**src/rtl/madd_dot_sequencer.sv**
```systemverilog
// Feeds 8-lane beats to an external pipelined MADD and accumulates dot products into an output FIFO.
// Optional accumulator overflow detection: define MADD_SEQ_OVF_DETECT_EN.
module madd_dot_sequencer #(
  parameter int MADD_LATENCY = 4,
  parameter int LEN_WIDTH    = 16,
  parameter int OFIFO_DEPTH  = 8
) (
  input  logic                 clock,
  input  logic                 reset,
  input  logic [LEN_WIDTH-1:0] cfg_len,
  input  logic                 in_valid,
  output logic                 in_ready,
  input  logic [63:0]          in_a,
  input  logic [63:0]          in_b,
  output logic [63:0]          madd_a,
  output logic [63:0]          madd_b,
  input  logic [31:0]          madd_result,
  output logic                 out_valid,
  input  logic                 out_ready,
  output logic [31:0]          out_data,
  output logic                 busy,
  output logic                 ovf_flag
);

  localparam int PW = $clog2(OFIFO_DEPTH);
  localparam int CW = PW + 1;
  localparam int OW = CW + 1;
  localparam logic [LEN_WIDTH-1:0] LEN_ONE = LEN_WIDTH'(1);
  localparam logic [OW-1:0] DEPTH_V = OW'(OFIFO_DEPTH);

  typedef enum logic {IDLE, RUN} state_e;

  state_e state_q, state_d;
  logic [LEN_WIDTH-1:0] cnt_q, cnt_d;
  logic [MADD_LATENCY-1:0] tv_q, tv_d;
  logic [MADD_LATENCY-1:0] tf_q, tf_d;
  logic [MADD_LATENCY-1:0] tl_q, tl_d;
  logic [CW-1:0] pend_q, pend_d;
  logic [CW-1:0] count_q, count_d;
  logic [PW-1:0] wr_q, wr_d;
  logic [PW-1:0] rd_q, rd_d;
  logic [31:0] acc_q, acc_d;
  logic [31:0] mem_q [OFIFO_DEPTH];

  logic [LEN_WIDTH-1:0] len_in;
  logic [OW-1:0] occ;
  logic cand_last, fire, is_first;
  logic e_v, e_f, push, pop;
  logic [31:0] acc_sum;

  assign len_in    = (cfg_len == '0) ? LEN_ONE : cfg_len;
  assign cand_last = (state_q == IDLE) ? (len_in == LEN_ONE)
                                       : (cnt_q == LEN_ONE);
  assign occ       = {1'b0, count_q} + {1'b0, pend_q};
  // Only a closing beat needs a reserved FIFO slot, so only it is held back.
  assign in_ready  = ~reset & ~((occ >= DEPTH_V) & cand_last);
  assign fire      = in_valid & in_ready;
  assign is_first  = state_q == IDLE;
  assign madd_a    = fire ? in_a : '0;
  assign madd_b    = fire ? in_b : '0;

  assign e_v     = tv_q[MADD_LATENCY-1];
  assign e_f     = tf_q[MADD_LATENCY-1];
  assign push    = e_v & tl_q[MADD_LATENCY-1];
  assign acc_sum = acc_q + madd_result;

  assign out_valid = count_q != '0;
  assign pop       = out_valid & out_ready;
  assign out_data  = out_valid ? mem_q[rd_q] : '0;
  assign busy      = (state_q == RUN) | (|tv_q);

  always_comb begin
    state_d = state_q;
    cnt_d   = cnt_q;
    if (fire) begin
      case (state_q)
        IDLE: begin
          cnt_d   = len_in - LEN_ONE;
          state_d = (len_in == LEN_ONE) ? IDLE : RUN;
        end
        RUN: begin
          cnt_d = cnt_q - LEN_ONE;
          if (cnt_q == LEN_ONE) state_d = IDLE;
        end
        default: state_d = IDLE;
      endcase
    end
  end

  always_comb begin
    tv_d    = tv_q << 1;
    tf_d    = tf_q << 1;
    tl_d    = tl_q << 1;
    tv_d[0] = fire;
    tf_d[0] = fire & is_first;
    tl_d[0] = fire & cand_last;
    acc_d   = acc_q;
    if (e_v) acc_d = e_f ? madd_result : acc_sum;
    pend_d  = pend_q + CW'(fire & cand_last) - CW'(push);
    count_d = count_q + CW'(push) - CW'(pop);
    wr_d    = wr_q + PW'(push);
    rd_d    = rd_q + PW'(pop);
  end

  always_ff @(posedge clock or posedge reset) begin
    if (reset) begin
      state_q <= IDLE;
      cnt_q   <= '0;
      tv_q    <= '0;
      tf_q    <= '0;
      tl_q    <= '0;
      pend_q  <= '0;
      count_q <= '0;
      wr_q    <= '0;
      rd_q    <= '0;
      acc_q   <= '0;
    end else begin
      state_q <= state_d;
      cnt_q   <= cnt_d;
      tv_q    <= tv_d;
      tf_q    <= tf_d;
      tl_q    <= tl_d;
      pend_q  <= pend_d;
      count_q <= count_d;
      wr_q    <= wr_d;
      rd_q    <= rd_d;
      acc_q   <= acc_d;
    end
  end

  always_ff @(posedge clock) begin
    if (push) mem_q[wr_q] <= acc_d;
  end

`ifdef MADD_SEQ_OVF_DETECT_EN
  logic ovf_q, ovf_d;
  logic step_ovf;

  // Same-sign operands producing a different-sign sum is a signed overflow.
  assign step_ovf = (acc_q[31] == madd_result[31]) &
                    (acc_sum[31] != acc_q[31]);

  always_comb begin
    ovf_d = ovf_q;
    if (e_v) ovf_d = e_f ? 1'b0 : (ovf_q | step_ovf);
  end

  always_ff @(posedge clock or posedge reset) begin
    if (reset) ovf_q <= 1'b0;
    else       ovf_q <= ovf_d;
  end

  assign ovf_flag = ovf_q;
`else
  assign ovf_flag = 1'b0;
`endif

endmodule

```
**config.mk**
```make
export PLATFORM = sky130hd
export DESIGN_NAME = madd_dot_sequencer
export DESIGN_NICKNAME = d
export VERILOG_FILES = /design/src/rtl/madd_dot_sequencer.sv
export SDC_FILE = /design/constraint.sdc
export NUM_CORES = 1
export LEC_CHECK = 0
export CAP_MARGIN = 10
export CELL_PAD_IN_SITES_DETAIL_PLACEMENT = 0
export CELL_PAD_IN_SITES_GLOBAL_PLACEMENT = 2
export CORE_UTILIZATION = 35
export DETAILED_ROUTE_END_ITERATION = 16
export PLACE_DENSITY_LB_ADDON = 0.1
export SLEW_MARGIN = 20
export SYNTH_ARGS = -nofsm -noshare
export SYNTH_HDL_FRONTEND = slang
export SYNTH_SLANG_ARGS = --single-unit
```
**constraint.sdc**
```tcl
create_clock -name clock -period 6.53 [get_ports clock]
set_clock_uncertainty 0.05 [all_clocks]
set_input_delay 1.6325 -clock clock [delete_from_list [all_inputs] [get_ports clock]]
set_output_delay 1.6325 -clock clock [all_outputs]
set_load 0.01 [all_outputs]
```
==> results.md <==
- Core area: about 0.045 sq mm
- Yosys warning count: 0
- Status: completed
- Worst-skew pair later-pin latency: between 500 and 600 ps
- GPL Wtd Cong: approximately 0.84
- Max Cap Viol: 0
- Critical path fanouts, max: 52
- CP endpoint kind: output pin
- Cell chain of the critical path: clkdlybuf4s50_1, or4_4, or4_4, nor2_4, a31o_4, ha_4, a41oi_4, o21a_4, buf_4, buf_12, and3_1, dlygate4sd2_1
- DR pass1 iterations: 5
- Post-Syn Area: around 0.016 sq mm
- Share of synthesized registers carrying an async set or reset: 0.2266
- Worst vdd ir: around 190 uV
- Die footprint: about 0.047 sq mm
- Largest incremental delay on the critical path: about 560 ps
- CTS clock-pin slew for the worst setup and hold paths: approximately 60 ps
- Starting density of the core: 0.3544
- Number of synthesized flops with an enable pin: around 260
- Launch point of the worst reg-to-reg path: acc_q[0]$_DFF_PP0_
- Layout area overhead: 34.19%
- Num ports: around 340
- Worst hold endpoint: tf_q[3]$_DFF_PP0_
- Sequential Area: between 0.009 and 0.01 sq mm
- Register-to-Register Path Depth: 14
- Crit share post-route: 0.9826
- Root Driver: clkbuf_16
- CTS Buffer Depth: 3
- Netlist cell types: between 60 and 70
- Setup Viol. Count Final: 0
- Post-DP Area: a little over 0.02 sq mm
- Syn nets: 1,437
- Top cell by count, worst path: or4_4
- Final Cell Area: between 0.02 and 0.025 sq mm
- Filler instances: ~4,100
- FF+latch count, synth: roughly 330
- Worst reg2reg setup slack: around 2300 ps
- CTS buffer count: 37
- Largest net degree at the start of global routing: 96
- Max Slew Vio Count: 0
- Vias/cell: roughly 5.2
- First-pass GRT wire length: approximately 73,000 um
- Avg Cell Area, Syn: between 10 and 15 sq um
- Vias: between 10,000 and 15,000
- Worst Path Required: between 4000 and 5000 ps
- Total Routing Usage GR: 0.2124
- Share of cells above drive strength 1: 0.1309
- Iter 0 DRT Violations: between 700 and 800
- Area of the multi-input gates: about 0.006 sq mm
- GRT overflow: 0
- Max stage delay cell, worst path: or4_4
- Drt drc: 0
- Fmax: roughly 160 MHz
- Worst endpoint data arrival time: 4730 ps
- RSZ-0062 raised after global routing: no
- Chip height: ~220 um
- CTS sink cnt: about 330
- Rel. slew slack: 0.3160
- WL per Instance: ~23 um
- Mapped Cells: ~1,200
- CTS Hold Bufs: 0
- Tmin final: around 6400 ps
- Worst-margin pin slew: around 1000 ps
- Port-buffer cells: roughly 340
- Htree depth: 2
- CP Class: input port to output pin
- Hold path depth: 0
- Core Util, Final: 0.4756
- Vias in the first global route: between 10,000 and 15,000
- Pwr/cell area: 378.0 mW/mm^2
- Fin nets: roughly 1,800
- WL final: about 50,000 um
- Detail Route Antenna Nets: 0
- Post-DP HPWL: around 35,000 um
- Final Hold Vio Count: 0
- Hold Path Class: flip-flop to flip-flop
- Die Wd: around 220 um
- CTS tree: yes
- Post-synth top flop: edfxtp_1
- Worst r2r dst: mem_q[4][26]$_DFFE_PP_
- Initial antenna violation count: 13
- Kind of launch point of the worst setup path: input port
- Hold path start: tf_q[2]$_DFF_PP0_
- FP Rows: slightly below 80
- Post-synthesis sequential area ratio: 0.5959
- Static Leak: roughly 8.8 nW
[sequential cells by signal, summed over array words and instances (netlist names)]
signal and count:
tl_q 4, mem_q 256, acc_q 32, tv_q 4
wr_q 3, cnt_q 16, tf_q 4, state_q 1
count_q 4, rd_q 3, pend_q 4
[layout by cell type (no fill, tap or decap), drive strengths merged, types with 8 or more instances in the layout]
cell / netlist / routed
a21oi: 77 / 77
nor2: 88 / 88
xor2: 17 / 17
nand2b: 11 / 11
o21ai: 40 / 40
nor2b: 8 / 8
clkinv: 0 / 12
nor3: 13 / 13
clkbuf: 57 / 50
a21o: 19 / 19
xnor2: 23 / 23
nand2: 47 / 47
inv: 38 / 39
clkdlybuf4s50: 0 / 213
dlygate4sd2: 0 / 112
dfrtp: 75 / 75
mux2i: 38 / 38
ha: 52 / 52
clkdlybuf4s15: 0 / 14
a31oi: 13 / 13
buf: 17 / 40
edfxtp: 256 / 256
nand3: 19 / 19
mux4: 64 / 64
and3: 136 / 136
o22ai: 13 / 13
[critical path, delay by kind of cell]
kind / cells / cell delay [ps]
AOI/OAI and AO/OA: 3 / 590
and+or+nand+nor: 4 / 1350
adders and majority gates: 1 / 130
buffers and inverters: 4 / 1020
[synthesized netlist by cell type (3+ instances only)]
cell,count,area share
fa_1,4,0.0050
nand3_1,19,0.0059
xnor2_1,23,0.013
nor4_1,7,0.0027
mux2i_1,38,0.024
edfxtp_1,256,0.48
buf_1,11,0.0026
xor2_1,17,0.0093
and2_1,5,0.0019
o21bai_1,4,0.0019
o22ai_1,13,0.0051
a21o_1,19,0.0089
nor3b_1,7,0.0033
nand2_1,46,0.011
a21oi_1,77,0.024
clkbuf_1,57,0.013
buf_6,3,0.0021
o21ai_1,10,0.0031
inv_1,38,0.0089
nor3_1,13,0.0041
a2111oi_0,3,0.0016
ha_1,52,0.041
nand2b_1,11,0.0043
dfrtp_1,75,0.12
o31ai_1,5,0.0023
nor4b_1,3,0.0016
or3_1,6,0.0023
o21a_1,4,0.0019
nor2_1,87,0.020
o211ai_1,3,0.0014
o21ai_0,30,0.0094
and3_1,136,0.053
a221o_1,3,0.0019
a31oi_1,13,0.0051
mux4_2,64,0.090
nor2b_1,8,0.0031
[layer usage]
metal | up-vias | wire [um] | GRT usage
met5 | - | 53 | 0
met4 | 8 | 1891 | 0.08521
met3 | 78 | 3121 | 0.05123
met1 | 5532 | 19410 | 0.2477
met2 | 346 | 25740 | 0.3740
li1 | 5280 | - | -
[final cells by class]
type / instances / share of cell area
clock buffer: 50 / 0.05002
multi-input combinational: 758 / 0.2856
clock inverter: 18 / 0.009759
sequential: 331 / 0.4445
tap: 600 / 0.03486
inverter: 38 / 0.006681
timing repair buffer: 379 / 0.1679
antenna: 6 / 0.0006971
[how the worst max path moves through the flow]
stage | from | to | slack (ps) | cells after the start
2_1_floorplan | reset | madd_a[10] | 640 | 5
3_3_place_gp | cfg_len[10] | madd_b[43] | -180 | 11
3_5_place_dp | cfg_len[10] | madd_b[43] | -180 | 11
4_1_cts | cfg_len[13] | madd_b[8] | 0.01 | 12
5_1_grt | cfg_len[10] | madd_a[62] | 5 | 12
6_report | cfg_len[10] | madd_a[62] | 110 | 12
[per-stage QoR]
stage               power, mW  hold WS [ps]  TNS [ps]  cells  worst slack, ps
floorplan               4.905         281.2         0   1201            635.9
global placement        6.018         281.4    -12900   2104           -183.3
detailed placement      6.051         284.7    -11860   2104           -183.1
CTS                     8.229         299.3         0   2173          0.01021
global route            8.621         313.1         0   2178            4.586
finish                  8.141         297.7         0   2180            113.6
[kinds of logic (layout without fill, tap and decap cells)]
kind of cell,after synthesis,in the layout,synth area share
other,1,7,0.0002336
DFF,331,331,0.5959
buffers and inverters,112,485,0.02799
AOI/OAI and AO/OA,197,197,0.07390
and+or+nand+nor,361,361,0.1204
adders and majority gates,56,56,0.04553
xor gates and xnor gates,40,40,0.02183
muxes,103,103,0.1142
[what timing repair did]
item                                    in CTS  in global routing
pin swaps                                    3                  4
gates resized for setup                    159                  6
buffers inserted                             1                  0
endpoints found under the setup margin     128                 50
[power breakdown]
group	switching, mW	internal [mW]	total (mW)
clock network	0.848	1.32	2.17
logic	1.55	1.49	3.04
registers	0.236	2.69	2.93
total	2.64	5.50	8.14
Note: power is estimated with default switching activity, not from simulation.
